## src/rtl/serializer_pkg.sv

```systemverilog
// Shared types and constants for the pattern serializer.
// Holds the FSM state enum, default sizing and counter-width helper.
package serializer_pkg;

  typedef enum logic {
    IDLE  = 1'b0,
    SHIFT = 1'b1
  } state_e;

  localparam int   DEF_WIDTH      = 8;
  localparam int   CNT_W          = $clog2(DEF_WIDTH);
  localparam logic DEF_IDLE_LEVEL = 1'b0;

  function automatic int cnt_w(input int width);
    return (width < 2) ? 1 : $clog2(width);
  endfunction

endpackage

```

## src/rtl/bit_counter.sv

```systemverilog
// Modulo bit counter with clear, enable and terminal-count flag.
// Ports: clock, reset (async low), clr, en -> cnt, tc (cnt==MODULUS-1).
module bit_counter
  import serializer_pkg::*;
#(
  parameter int MODULUS = DEF_WIDTH,
  parameter int W       = cnt_w(MODULUS)
) (
  input  logic         clock,
  input  logic         reset,
  input  logic         clr,
  input  logic         en,
  output logic [W-1:0] cnt,
  output logic         tc
);

  localparam logic [W-1:0] LAST = W'(MODULUS - 1);

  logic [W-1:0] cnt_q;
  logic [W-1:0] cnt_d;

  always_comb begin
    cnt_d = cnt_q;
    if (clr) begin
      cnt_d = '0;
    end else if (en) begin
      cnt_d = (cnt_q == LAST) ? '0 : cnt_q + 1'b1;
    end
  end

  always_ff @(posedge clock or negedge reset) begin
    if (!reset) begin
      cnt_q <= '0;
    end else begin
      cnt_q <= cnt_d;
    end
  end

  assign cnt = cnt_q;
  assign tc  = (cnt_q == LAST);

endmodule

```

## src/rtl/pattern_serializer.sv

```systemverilog
// Parallel-to-serial stage feeding the 1011 detector, one bit per clock.
// Ports: load_valid/load_data/load_ready, abort -> sequence_out, bit_valid, busy, done.
module pattern_serializer
  import serializer_pkg::*;
#(
  parameter int   WIDTH      = DEF_WIDTH,
  parameter bit   LSB_FIRST  = 1'b0,
  parameter logic IDLE_LEVEL = DEF_IDLE_LEVEL
) (
  input  logic             clock,
  input  logic             reset,
  input  logic             load_valid,
  input  logic [WIDTH-1:0] load_data,
  output logic             load_ready,
  input  logic             abort,
  output logic             sequence_out,
  output logic             bit_valid,
  output logic             busy,
  output logic             done
);

  localparam int CW = cnt_w(WIDTH);
  localparam logic [CW-1:0] LAST = CW'(WIDTH - 1);

  state_e           state_q, state_d;
  logic [WIDTH-1:0] sreg_q, sreg_d;
  logic             seq_q, seq_d;
  logic             bv_q, bv_d;

  logic [CW-1:0] cnt;
  logic          tc;
  logic          cnt_clr;
  logic          cnt_en;
  logic          accept;
  logic          advance;

  bit_counter #(
    .MODULUS (WIDTH),
    .W       (CW)
  ) u_cnt (
    .clock (clock),
    .reset (reset),
    .clr   (cnt_clr),
    .en    (cnt_en),
    .cnt   (cnt),
    .tc    (tc)
  );

  assign busy       = (state_q == SHIFT);
  assign done       = busy && (cnt == LAST);
  assign load_ready = !abort && (state_q == IDLE || (busy && tc));
  assign accept     = load_valid && load_ready;
  // Only mid-word: last-bit cycles either reload or fall to IDLE.
  assign advance    = busy && !abort && !tc;

  // The register already holds the bit on sequence_out, so the next
  // bit is read one position in from the outgoing end.
  always_comb begin
    state_d = state_q;
    sreg_d  = sreg_q;
    seq_d   = IDLE_LEVEL;
    bv_d    = 1'b0;
    cnt_clr = 1'b0;
    cnt_en  = 1'b0;
    unique case (1'b1)
      accept: begin
        state_d = SHIFT;
        sreg_d  = load_data;
        seq_d   = LSB_FIRST ? load_data[0]
                            : load_data[WIDTH-1];
        bv_d    = 1'b1;
        cnt_clr = 1'b1;
      end
      advance: begin
        sreg_d  = LSB_FIRST ? (sreg_q >> 1)
                            : (sreg_q << 1);
        seq_d   = LSB_FIRST ? sreg_q[1]
                            : sreg_q[WIDTH-2];
        bv_d    = 1'b1;
        cnt_en  = 1'b1;
      end
      default: begin
        state_d = IDLE;
        cnt_clr = 1'b1;
      end
    endcase
  end

  always_ff @(posedge clock or negedge reset) begin
    if (!reset) begin
      state_q <= IDLE;
      sreg_q  <= '0;
      seq_q   <= IDLE_LEVEL;
      bv_q    <= 1'b0;
    end else begin
      state_q <= state_d;
      sreg_q  <= sreg_d;
      seq_q   <= seq_d;
      bv_q    <= bv_d;
    end
  end

  assign sequence_out = seq_q;
  assign bit_valid    = bv_q;

endmodule

```

## config.mk

```make
export PLATFORM = sky130hd
export DESIGN_NAME = pattern_serializer
export DESIGN_NICKNAME = d
export VERILOG_FILES = /design/src/rtl/serializer_pkg.sv /design/src/rtl/bit_counter.sv /design/src/rtl/pattern_serializer.sv
export SDC_FILE = /design/constraint.sdc
export NUM_CORES = 1
export LEC_CHECK = 0
export ABC_CLOCK_PERIOD_IN_PS = 1620
export CAP_MARGIN = 5
export CORE_MARGIN = 2
export CORE_UTILIZATION = 40
export CTS_CLUSTER_DIAMETER = 80
export DETAILED_ROUTE_END_ITERATION = 10
export MAX_ROUTING_LAYER = met4
export PLACE_DENSITY = 0.74
export SLEW_MARGIN = 20
export SYNTH_ARGS = -nofsm -noshare
export SYNTH_HDL_FRONTEND = slang
export SYNTH_SLANG_ARGS = --single-unit
```

## constraint.sdc

```tcl
create_clock -name clock -period 1.62 [get_ports clock]
set_input_delay 0.243 -clock clock [delete_from_list [all_inputs] [get_ports clock]]
set_output_delay 0.243 -clock clock [all_outputs]
set_load 0.02 [all_outputs]
```

Word-level counts from Yosys, hierarchy flattened
Cells that the tools add are included.
Widths: inputs -> output; s select.
{"block": "totals", "output_inout_bits": 5, "regBits": 13}
{"block": "classes", "bitwise": 1, "n_mux": 8, "reduce_logical": 10, "n_eq_ne": 2, "addsub": 1}
{"operator": "$pmux 7 s2", "count": 1}
{"operator": "$mux 3", "count": 3}
{"operator": "$logic_and 1x1->1", "count": 5}
{"operator": "$pmux 1 s2", "count": 2}
{"operator": "$add 3x1->3 const B", "count": 1}
{"operator": "$eq 3x3->1 const B", "count": 1}
{"operator": "$logic_not 1->1", "count": 2}
{"operator": "$mux 1", "count": 2}
{"operator": "$ne 2x2->1 const B", "count": 1}
{"operator": "$reduce_bool 2->1", "count": 1}
{"operator": "$reduce_or 2->1", "count": 1}
{"operator": "$logic_or 1x1->1", "count": 1}
{"operator": "$not 1->1", "count": 1}

Depth between registers and ports, before layout
Gate-level depths: netlist of the first run.
{"block": "logic_depth", "word_depth": 7, "ltp_mapped": 6}

Hierarchy
From an unflattened synthesis of the first run, not the netlist that was laid out.
{"block": "hier_totals", "hier_cells": 57, "hier_area_um2": 680.7}
{"module": "pattern_serializer", "area_per_inst_um2": 529.3, "cells_per_inst": 45, "instances": 1}
{"module": "bit_counter", "area_per_inst_um2": 151.4, "cells_per_inst": 12, "instances": 1}

Worst setup path before layout of the first run
Ideal clock, no wire load.
{"block": "synth_path", "path_type": "register to register", "from": "register u_cnt.cnt_q[0], in the netlist u_cnt.cnt[0]", "to": "register sreg_q[1]", "required_ns": 1.490, "synth_period_minus_slack_ns": 1.465, "path_slack_ns": 0.155, "path_buffers": 1, "stages_incl_launch_ff": 7, "arrival_ns": 1.335, "cell_sequence": "dfrtp_1 > ha_1 > ha_1 > nand2b_1 > buf_6 > a31oi_1 > o2bb2ai_1"}
{"block": "synth_via", "elab_chain_len": 6, "elab_cells_between_ends": 9}
{"element": "from (decl)", "line": "bit_counter.sv:19", "source": "logic [W-1:0] cnt_q;"}
{"element": "from (signal assigned)", "line": "bit_counter.sv:35", "source": "cnt_q <= cnt_d;"}
{"element": "$eq 3x3->1 (*)", "line": "bit_counter.sv:40", "source": "assign tc = (cnt_q == LAST);"}
{"element": "$logic_and 1x1->1", "line": "pattern_serializer.sv:51", "source": "assign load_ready = !abort && (state_q == IDLE || (busy && tc));"}
{"element": "$logic_or 1x1->1", "line": "pattern_serializer.sv:51"}
{"element": "$logic_and 1x1->1", "line": "pattern_serializer.sv:51"}
{"element": "$logic_and 1x1->1", "line": "pattern_serializer.sv:52", "source": "assign accept = load_valid && load_ready;"}
{"element": "$pmux 7 s2 or $reduce_bool 2->1 (tied branches)"}
{"element": "to (signal assigned)", "line": "pattern_serializer.sv:97", "source": "sreg_q <= sreg_d;"}
{"element": "to (decl)", "line": "pattern_serializer.sv:26", "source": "logic [WIDTH-1:0] sreg_q, sreg_d;"}
Every way passes the cells marked *; elsewhere a longest branch is shown, timed or not.
A chain may end at the register's enable or synchronous reset.

Worst setup path in the final report of the first run
{"block": "layout_path", "from": "register u_cnt.cnt_q[0], in the netlist u_cnt.cnt[0]", "to": "output port done"}
{"block": "layout_via", "elab_chain_len": 2}
{"element": "$eq 3x3->1", "line": "pattern_serializer.sv:50", "source": "assign done = busy && (cnt == LAST);"}
{"element": "$logic_and 1x1->1", "line": "pattern_serializer.sv:50"}
{"element": "to (decl)", "line": "pattern_serializer.sv:19", "source": "output logic done"}
Every way passes these cells.

==> impl_summary.log, run 1 <==
[metrics] outcome: finished, final reports clean
[metrics] combined global-route utilization of all metal layers: 0.167
[metrics] Tmin final: 1.56 ns
[metrics] delay of the slowest critical-path stage: 0.39 ns
[metrics] endpoints failing setup: 0
[metrics] final RePlAce weighted congestion: 0.772
[metrics] largest fanout on the critical path: 7
[metrics] floorplan core area: 1510 sq um
[metrics] total die area: 1930 sq um
[metrics] Net count, final: 89
[metrics] number of diodes: 0
[metrics] Max Cap Viol: 0
[metrics] horizontal die dimension: 43.9 um
[metrics] endpoint kind of the worst setup timing path: output pin
[metrics] die height: 43.9 um
[metrics] clock latency at the later pin of the worst-skew pair: 0.27 ns
[metrics] routed length per placed instance: 14.5 um
[metrics] total number of placement rows: 14
[metrics] via count of the first global-routing pass: 491
[metrics] final hold slack: 0.352 ns
[metrics] largest net degree at the start of global routing: 14
[metrics] post-CTS setup buffer count: 0
[metrics] met2 layer usage reported by global route: 0.250
[metrics] Crit Path Category: register to output pin
[metrics] per-instance average area after synthesis: 12.5 sq um
[metrics] kind of start point of the critical path: register
[metrics] sequential share of the synthesized area: 0.511
[metrics] cts bufs inserted: 3
[metrics] cell at the root of the clock tree: sky130_fd_sc_hd__clkbuf_4
[metrics] routed via count: 481
[metrics] smallest setup slack after layout: 0.0638 ns
[metrics] GRT busiest layer: met2
[metrics] Placement Setup Slack: -0.175 ns
[metrics] Slew HR: 0.591
[metrics] endpoint arrival time on the critical path: 1.31 ns
[metrics] Fmax: 0.643 GHz
[metrics] antenna violations before repair: 0
[metrics] H-tree levels: 1
[metrics] half-perimeter wire length of the detailed placement result: 933 um
[metrics] synthesis-stage register bit count: 13
[metrics] Final Core Density: 0.583
[metrics] number of cells produced by synthesis: 51
[metrics] Total Wirelength: 1310 um
[metrics] vias per std cell: 5.34
[metrics] critical path cell sequence: ha_2 -> ha_4 -> and2_2 -> buf_6
[metrics] Worst path slowest cell: sky130_fd_sc_hd__dfrtp_1
[metrics] clock skew: 0.00671 ns
[metrics] Clock Pin Slew Worst Setup and Hold Paths: 0.08 ns
[metrics] first-pass iteration count of the detailed router: 4
[metrics] post-synth design cell area: 637 sq um
[metrics] drc violations: 0
[metrics] iteration-0 DRC count of the detailed router: 6
[metrics] clk sink count: 13
[metrics] Final Slew Violations: 0
[metrics] final cycle utilization of the critical path: 0.961
[metrics] Max IR drop VDD: 469 uV
[metrics] area growth from synthesis to layout: 37.9%
[metrics] clock tree from TritonCTS: done
[metrics] buffers from clock root to sink, at most: 2
[metrics] Syn Nets: 65
[metrics] share of cells above drive strength 1: 0.311
[metrics] post-synth cell types: 20
[metrics] global-route wire length before repair: 2240 um
[metrics] critical path required time: 1.38 ns
[metrics] final hold violation count: 0
[metrics] met1 Usage GRT: 0.223
[metrics] RSZ-0062 raised after global routing: false
[metrics] number of ports placed on the die boundary: 17
[metrics] leakage power figure: 0.396 nW
[metrics] measured slew at the worst slew-check pin: 0.611 ns
[metrics] met3 demand-to-capacity share in global routing: 0.0250
[metrics] residual overflow from global routing: 0
[metrics] IO Port Bufs: 16
[metrics] initial standard-cell utilization of the core: 0.423
[metrics] Routed Antenna Nets: 0
[metrics] cell area power density: 816 nW/um^2
[metrics] path class of the lowest-slack min-delay path: primary input to async pin
[metrics] number of warning messages in the yosys log: 0
-- final timing paths --
path,slack [ns],from,endpoint,depth (start not counted)
worst max-delay path,0.06,u_cnt.cnt[0]$_DFF_PN0_,done,4
worst min-delay path,0.35,reset,sreg_q[4]$_DFFE_PN0P_,1
worst max register to register,0.13,u_cnt.cnt[0]$_DFF_PN0_,sreg_q[6]$_DFFE_PN0P_,5
worst min register to register,0.44,u_cnt.cnt[0]$_DFF_PN0_,u_cnt.cnt[0]$_DFF_PN0_,1
max in group asynchronous,0.87,reset,sreg_q[6]$_DFFE_PN0P_,1
min in group clock,0.44,u_cnt.cnt[0]$_DFF_PN0_,u_cnt.cnt[0]$_DFF_PN0_,1
-- cell type report --
type | count | area [sq um]
Clock buffer | 4 | 26.3
Fill cell | 125 | 628
Inverter | 2 | 7.51
Multi-Input combinational cell | 33 | 293
Sequential cell | 13 | 325
Tap cell | 16 | 20.0
Timing Repair Buffer | 22 | 206
-- synth_stat cells --
| cell | instances | area (sq um) |
|---|---|---|
| sky130_fd_sc_hd__dfrtp_1 | 13 | 325 |
| sky130_fd_sc_hd__a31oi_1 | 6 | 37.5 |
| sky130_fd_sc_hd__and3b_2 | 6 | 60.1 |
| sky130_fd_sc_hd__o2bb2ai_1 | 6 | 52.6 |
| sky130_fd_sc_hd__nor3b_1 | 3 | 22.5 |
| sky130_fd_sc_hd__ha_1 | 2 | 25.0 |
| sky130_fd_sc_hd__inv_1 | 2 | 7.51 |
| sky130_fd_sc_hd__a21oi_1 | 1 | 5.00 |
| sky130_fd_sc_hd__a22o_1 | 1 | 8.76 |
| sky130_fd_sc_hd__and2_2 | 1 | 7.51 |
| sky130_fd_sc_hd__buf_6 | 1 | 11.3 |
| sky130_fd_sc_hd__clkbuf_1 | 1 | 3.75 |
| sky130_fd_sc_hd__clkbuf_8 | 1 | 13.8 |
| sky130_fd_sc_hd__nand2_1 | 1 | 3.75 |
| sky130_fd_sc_hd__nand2b_1 | 1 | 6.26 |
| sky130_fd_sc_hd__nand3_1 | 1 | 5.00 |
| sky130_fd_sc_hd__nor2_1 | 1 | 3.75 |
| sky130_fd_sc_hd__nor2b_4 | 1 | 13.8 |
| sky130_fd_sc_hd__nor3_1 | 1 | 5.00 |
| sky130_fd_sc_hd__o21bai_4 | 1 | 18.8 |
-- where the power goes --
group,internal [W],switching (W),total (W)
registers,0.000358,0.0000159,0.000374
logic,0.0000826,0.0000646,0.000147
clock network,0.0000951,0.000101,0.000196
total,0.000536,0.000181,0.000717
-- cells by family (layout without fill, tap and decap cells) --
group,after synthesis,after routing,synth area share
simple gates,16,16,0.200
fa+ha+maj,2,2,0.0393
buf+inv,5,28,0.0570
compound gates,15,15,0.193
flops,13,13,0.511
-- cell usage in the layout (no fill, tap or decap) --
master,synthesis,final
sky130_fd_sc_hd__ha_4,0,1
sky130_fd_sc_hd__nand2b_1,1,1
sky130_fd_sc_hd__nor2b_4,1,1
sky130_fd_sc_hd__clkbuf_4,0,3
sky130_fd_sc_hd__dlygate4sd2_1,0,1
sky130_fd_sc_hd__clkbuf_1,1,1
sky130_fd_sc_hd__nand3_1,1,1
sky130_fd_sc_hd__inv_1,2,2
sky130_fd_sc_hd__dfrtp_1,13,13
sky130_fd_sc_hd__clkdlybuf4s50_1,0,13
sky130_fd_sc_hd__buf_4,0,6
sky130_fd_sc_hd__a21oi_1,1,1
sky130_fd_sc_hd__a31oi_1,6,6
sky130_fd_sc_hd__a22o_1,1,1
sky130_fd_sc_hd__ha_2,0,1
sky130_fd_sc_hd__nor3_1,1,1
sky130_fd_sc_hd__o2bb2ai_1,6,6
sky130_fd_sc_hd__nor2_2,0,1
sky130_fd_sc_hd__nand2_1,1,1
sky130_fd_sc_hd__nor3b_1,3,3
sky130_fd_sc_hd__buf_6,1,2
sky130_fd_sc_hd__and2_2,1,1
sky130_fd_sc_hd__and3b_2,6,6
sky130_fd_sc_hd__o21bai_4,1,1
-- flip-flops by register name (all words and copies together) (netlist names) --
name	flops
sreg_q	7
u_cnt.cnt	3
bit_valid	1
busy	1
sequence_out	1
-- layer usage --
metal,up-vias,wire [um]
met4,0,17
met5,-,0
met1,232,608
met2,9,635
met3,2,44
li1,238,-
-- worst max-delay path: cells and delay by family (launching register included) --
kind          cells  cell delay, ns
flops             1            0.39
simple gates      1            0.17
buf+inv           1            0.13
fa+ha+maj         2            0.37
-- stage by stage --
step	power, W	cell area [sq um]	setup TNS, ns	std cells
final	0.000717	878	0	90
after floorplan	0.000459	637	0	51
after CTS	0.000726	863	0	90
after global routing	0.000762	878	0	90
after detailed placement	0.000529	833	-0.330	86
after global placement	0.000526	833	-0.294	86
-- timing repair --
item | in CTS | in global routing
gates resized for setup | 12 | 5
pin swaps | 0 | 1
hold buffers | 0 | 0
setup endpoints to repair | 4 | 2
Note: power is estimated with default switching activity, not from simulation.
==> run 2, diff against run 1 <==
--- a/config.mk
+++ b/config.mk
@@ -6,7 +6,6 @@
 export NUM_CORES = 1
 export LEC_CHECK = 0
 export ABC_CLOCK_PERIOD_IN_PS = 1620
-export CAP_MARGIN = 5
 export CORE_MARGIN = 2
 export CORE_UTILIZATION = 40
 export CTS_CLUSTER_DIAMETER = 80
==> results of run 2 <==
The final DEF is identical to that of run 1; final timing and power are the same.
==> run 3, diff against run 2 <==
--- a/config.mk
+++ b/config.mk
@@ -6,7 +6,7 @@
 export NUM_CORES = 1
 export LEC_CHECK = 0
 export ABC_CLOCK_PERIOD_IN_PS = 1620
-export CORE_MARGIN = 2
+export CORE_MARGIN = 4
 export CORE_UTILIZATION = 40
 export CTS_CLUSTER_DIAMETER = 80
 export DETAILED_ROUTE_END_ITERATION = 10
==> run 3 against run 2 <==
Register-to-register slack hardly changed. Non-clock buffer count decreased by 1. Critical path depth unchanged. First-iteration DRC count grew 17%. Worst setup slack got worse by 0.011 ns. Critical endpoint unchanged.
==> impl_summary.log, run 3 (synthesis gave the netlist of run 1 again) <==
[metrics] kind of start point of the critical path: register
[metrics] die height: 47.9 um
[metrics] Clock Pin Slew Worst Setup and Hold Paths: 0.08 ns
[metrics] final hold violation count: 0
[metrics] buffers from clock root to sink, at most: 2
[metrics] number of diodes: 0
[metrics] delay of the slowest critical-path stage: 0.39 ns
[metrics] net switching power: 0.000190 W
[metrics] worst reg-to-reg setup slack: 0.12 ns
[metrics] Fmax: 0.638 GHz
[metrics] Slew HR: 0.615
[metrics] total die area: 2290 sq um
[metrics] endpoint arrival time on the critical path: 1.32 ns
[metrics] routed via count: 495
[metrics] Total Wirelength: 1440 um
[metrics] number of flip-flops under the largest register name: 7
[metrics] share of power burned in combinational logic: 0.204
[metrics] Final Core Density: 0.581
[metrics] source of the worst register-to-register timing path: u_cnt.cnt[0]$_DFF_PN0_
[metrics] cell at the root of the clock tree: sky130_fd_sc_hd__clkbuf_4
[metrics] register containing the most flip-flops in the final layout: sreg_q
[metrics] endpoints failing setup: 0
[metrics] r2r endpoint: sreg_q[5]$_DFFE_PN0P_
[metrics] leakage power figure: 0.391 nW
[metrics] cts bufs inserted: 3
[metrics] critical path cell sequence: ha_2 -> ha_4 -> and2_2 -> buf_6
[metrics] measured slew at the worst slew-check pin: 0.575 ns
[metrics] cell area power density: 827 nW/um^2
[metrics] path class of the lowest-slack min-delay path: primary input to async pin
[metrics] first-pass iteration count of the detailed router: 4
[metrics] number of ports placed on the die boundary: 17
[metrics] final RePlAce weighted congestion: 0.756
[metrics] R2R cell count: 6
[metrics] share of cells above drive strength 1: 0.315
[metrics] iteration-0 DRC count of the detailed router: 7
[metrics] commonest non-fill, non-tap cells in the layout: sky130_fd_sc_hd__dfrtp_1 (13), sky130_fd_sc_hd__clkdlybuf4s50_1 (13), sky130_fd_sc_hd__and3b_2 (6), sky130_fd_sc_hd__o2bb2ai_1 (6)
[metrics] RSZ-0062 raised after global routing: true
[metrics] half-perimeter wire length of the detailed placement result: 996 um
[metrics] clock latency at the later pin of the worst-skew pair: 0.27 ns
[metrics] setup TNS: 0 ns
[metrics] Final Non-Filler Cells: 89
[metrics] routed length per placed instance: 16.2 um
[metrics] Max Cap Viol: 0
[metrics] clock tree from TritonCTS: done
[metrics] antenna violations before repair: 0
[metrics] clk sink count: 13
[metrics] Crit Path Category: register to output pin
[metrics] residual overflow from global routing: 0
[metrics] Routed Antenna Nets: 0
[metrics] floorplan core area: 1510 sq um
[metrics] power share of the clock group: 0.277
[metrics] vias per std cell: 5.56
[metrics] switching share of power: 0.262
[metrics] post-CTS setup buffer count: 0
[metrics] Max IR drop VDD: 489 uV
[metrics] largest fanout on the critical path: 6
[metrics] share of power burned in registers: 0.519
[metrics] Internal Pwr Total: 0.000534 W
[metrics] global-route wire length before repair: 2210 um
[metrics] critical path required time: 1.38 ns
[metrics] largest net degree at the start of global routing: 14
[metrics] Net count, final: 88
[metrics] area growth from synthesis to layout: 37.5%
[metrics] Worst path slowest cell: sky130_fd_sc_hd__dfrtp_1
[metrics] initial standard-cell utilization of the core: 0.423
[metrics] combined global-route utilization of all metal layers: 0.154
[metrics] total number of placement rows: 14
[metrics] count of placed standard cells including taps: 85
[metrics] final cycle utilization of the critical path: 0.967
[metrics] via count of the first global-routing pass: 487
[metrics] horizontal die dimension: 47.9 um
[metrics] drc violations: 0
[metrics] outcome: finished, final reports clean
[metrics] H-tree levels: 1
[metrics] Tmin final: 1.57 ns
[metrics] Post-CTS Hold Buffers: 0
[metrics] endpoint kind of the worst setup timing path: output pin
[metrics] clock skew: 0.00314 ns
[metrics] IO Port Bufs: 16
[metrics] Final Slew Violations: 0
==> run 3: cell count changes in the layout (fill, tap and decap cells not counted), sizes merged <==
cell	previous run	this run
buf	8	7
==> run 3: critical path, delay by kind of cell, from the launching register on <==
family                   cells  cell delay, ns
AND/OR/NAND/NOR              1            0.17
flip-flops                   1            0.39
adder cells (fa/ha/maj)      2            0.37
buffers and inverters        1            0.13
==> run 3: area by class of cell <==
type                    instances  area, sq um
clock buffers                   4         26.3
fillers                       131          631
inverters                       2         7.51
multi-input cells              33          304
flip-flops and latches         13          325
well taps                      16         20.0
repair buffers                 21          193
==> run 3: what timing repair did <==
action	CTS	global route
pin swaps	0	1
setup endpoints to repair	12	8
gates resized for setup	13	4
==> run 3: through the flow <==
step	setup slack, ns	hold WS [ns]	instance area [sq um]	power [W]
floorplan	0.155	-0.0526	637	0.000459
global placement	-0.142	0.424	826	0.000523
detailed placement	-0.170	0.435	826	0.000527
CTS	0.00797	0.348	858	0.000726
global route	-0.00654	0.364	876	0.000760
finish	0.0533	0.329	876	0.000724
==> run 3: metal layers <==
metal | wire length, um | vias up | GRT usage
li1 | - | 234 | -
met1 | 613 | 231 | 0.174
met2 | 690 | 24 | 0.243
met3 | 91 | 6 | 0.0338
met4 | 46 | 0 | 0.0968
met5 | 0 | - | -
==> run 3: power groups by stage <==
stage	Clock, W	Combinational (W)	Sequential (W)
after CTS	0.000207	0.000144	0.000376
after global placement	0	0.000142	0.000381
after floorplan	0	0.0000747	0.000384
final	0.000201	0.000147	0.000376
after global routing	0.000221	0.000159	0.000380
after detailed placement	0	0.000145	0.000382
==> run 3: how the worst max path moves through the flow <==
stage                            from               endpoint  slack (ns)  cells after the start
5_1_grt        u_cnt.cnt[0]$_DFF_PN0_             load_ready      -0.007                      5
2_1_floorplan  u_cnt.cnt[0]$_DFF_PN0_  sreg_q[1]$_DFFE_PN0P_        0.16                      6
3_3_place_gp   u_cnt.cnt[0]$_DFF_PN0_                   done       -0.14                      4
4_1_cts        u_cnt.cnt[0]$_DFF_PN0_                   done       0.008                      4
6_report       u_cnt.cnt[0]$_DFF_PN0_                   done        0.05                      4
3_5_place_dp   u_cnt.cnt[0]$_DFF_PN0_                   done       -0.17                      4
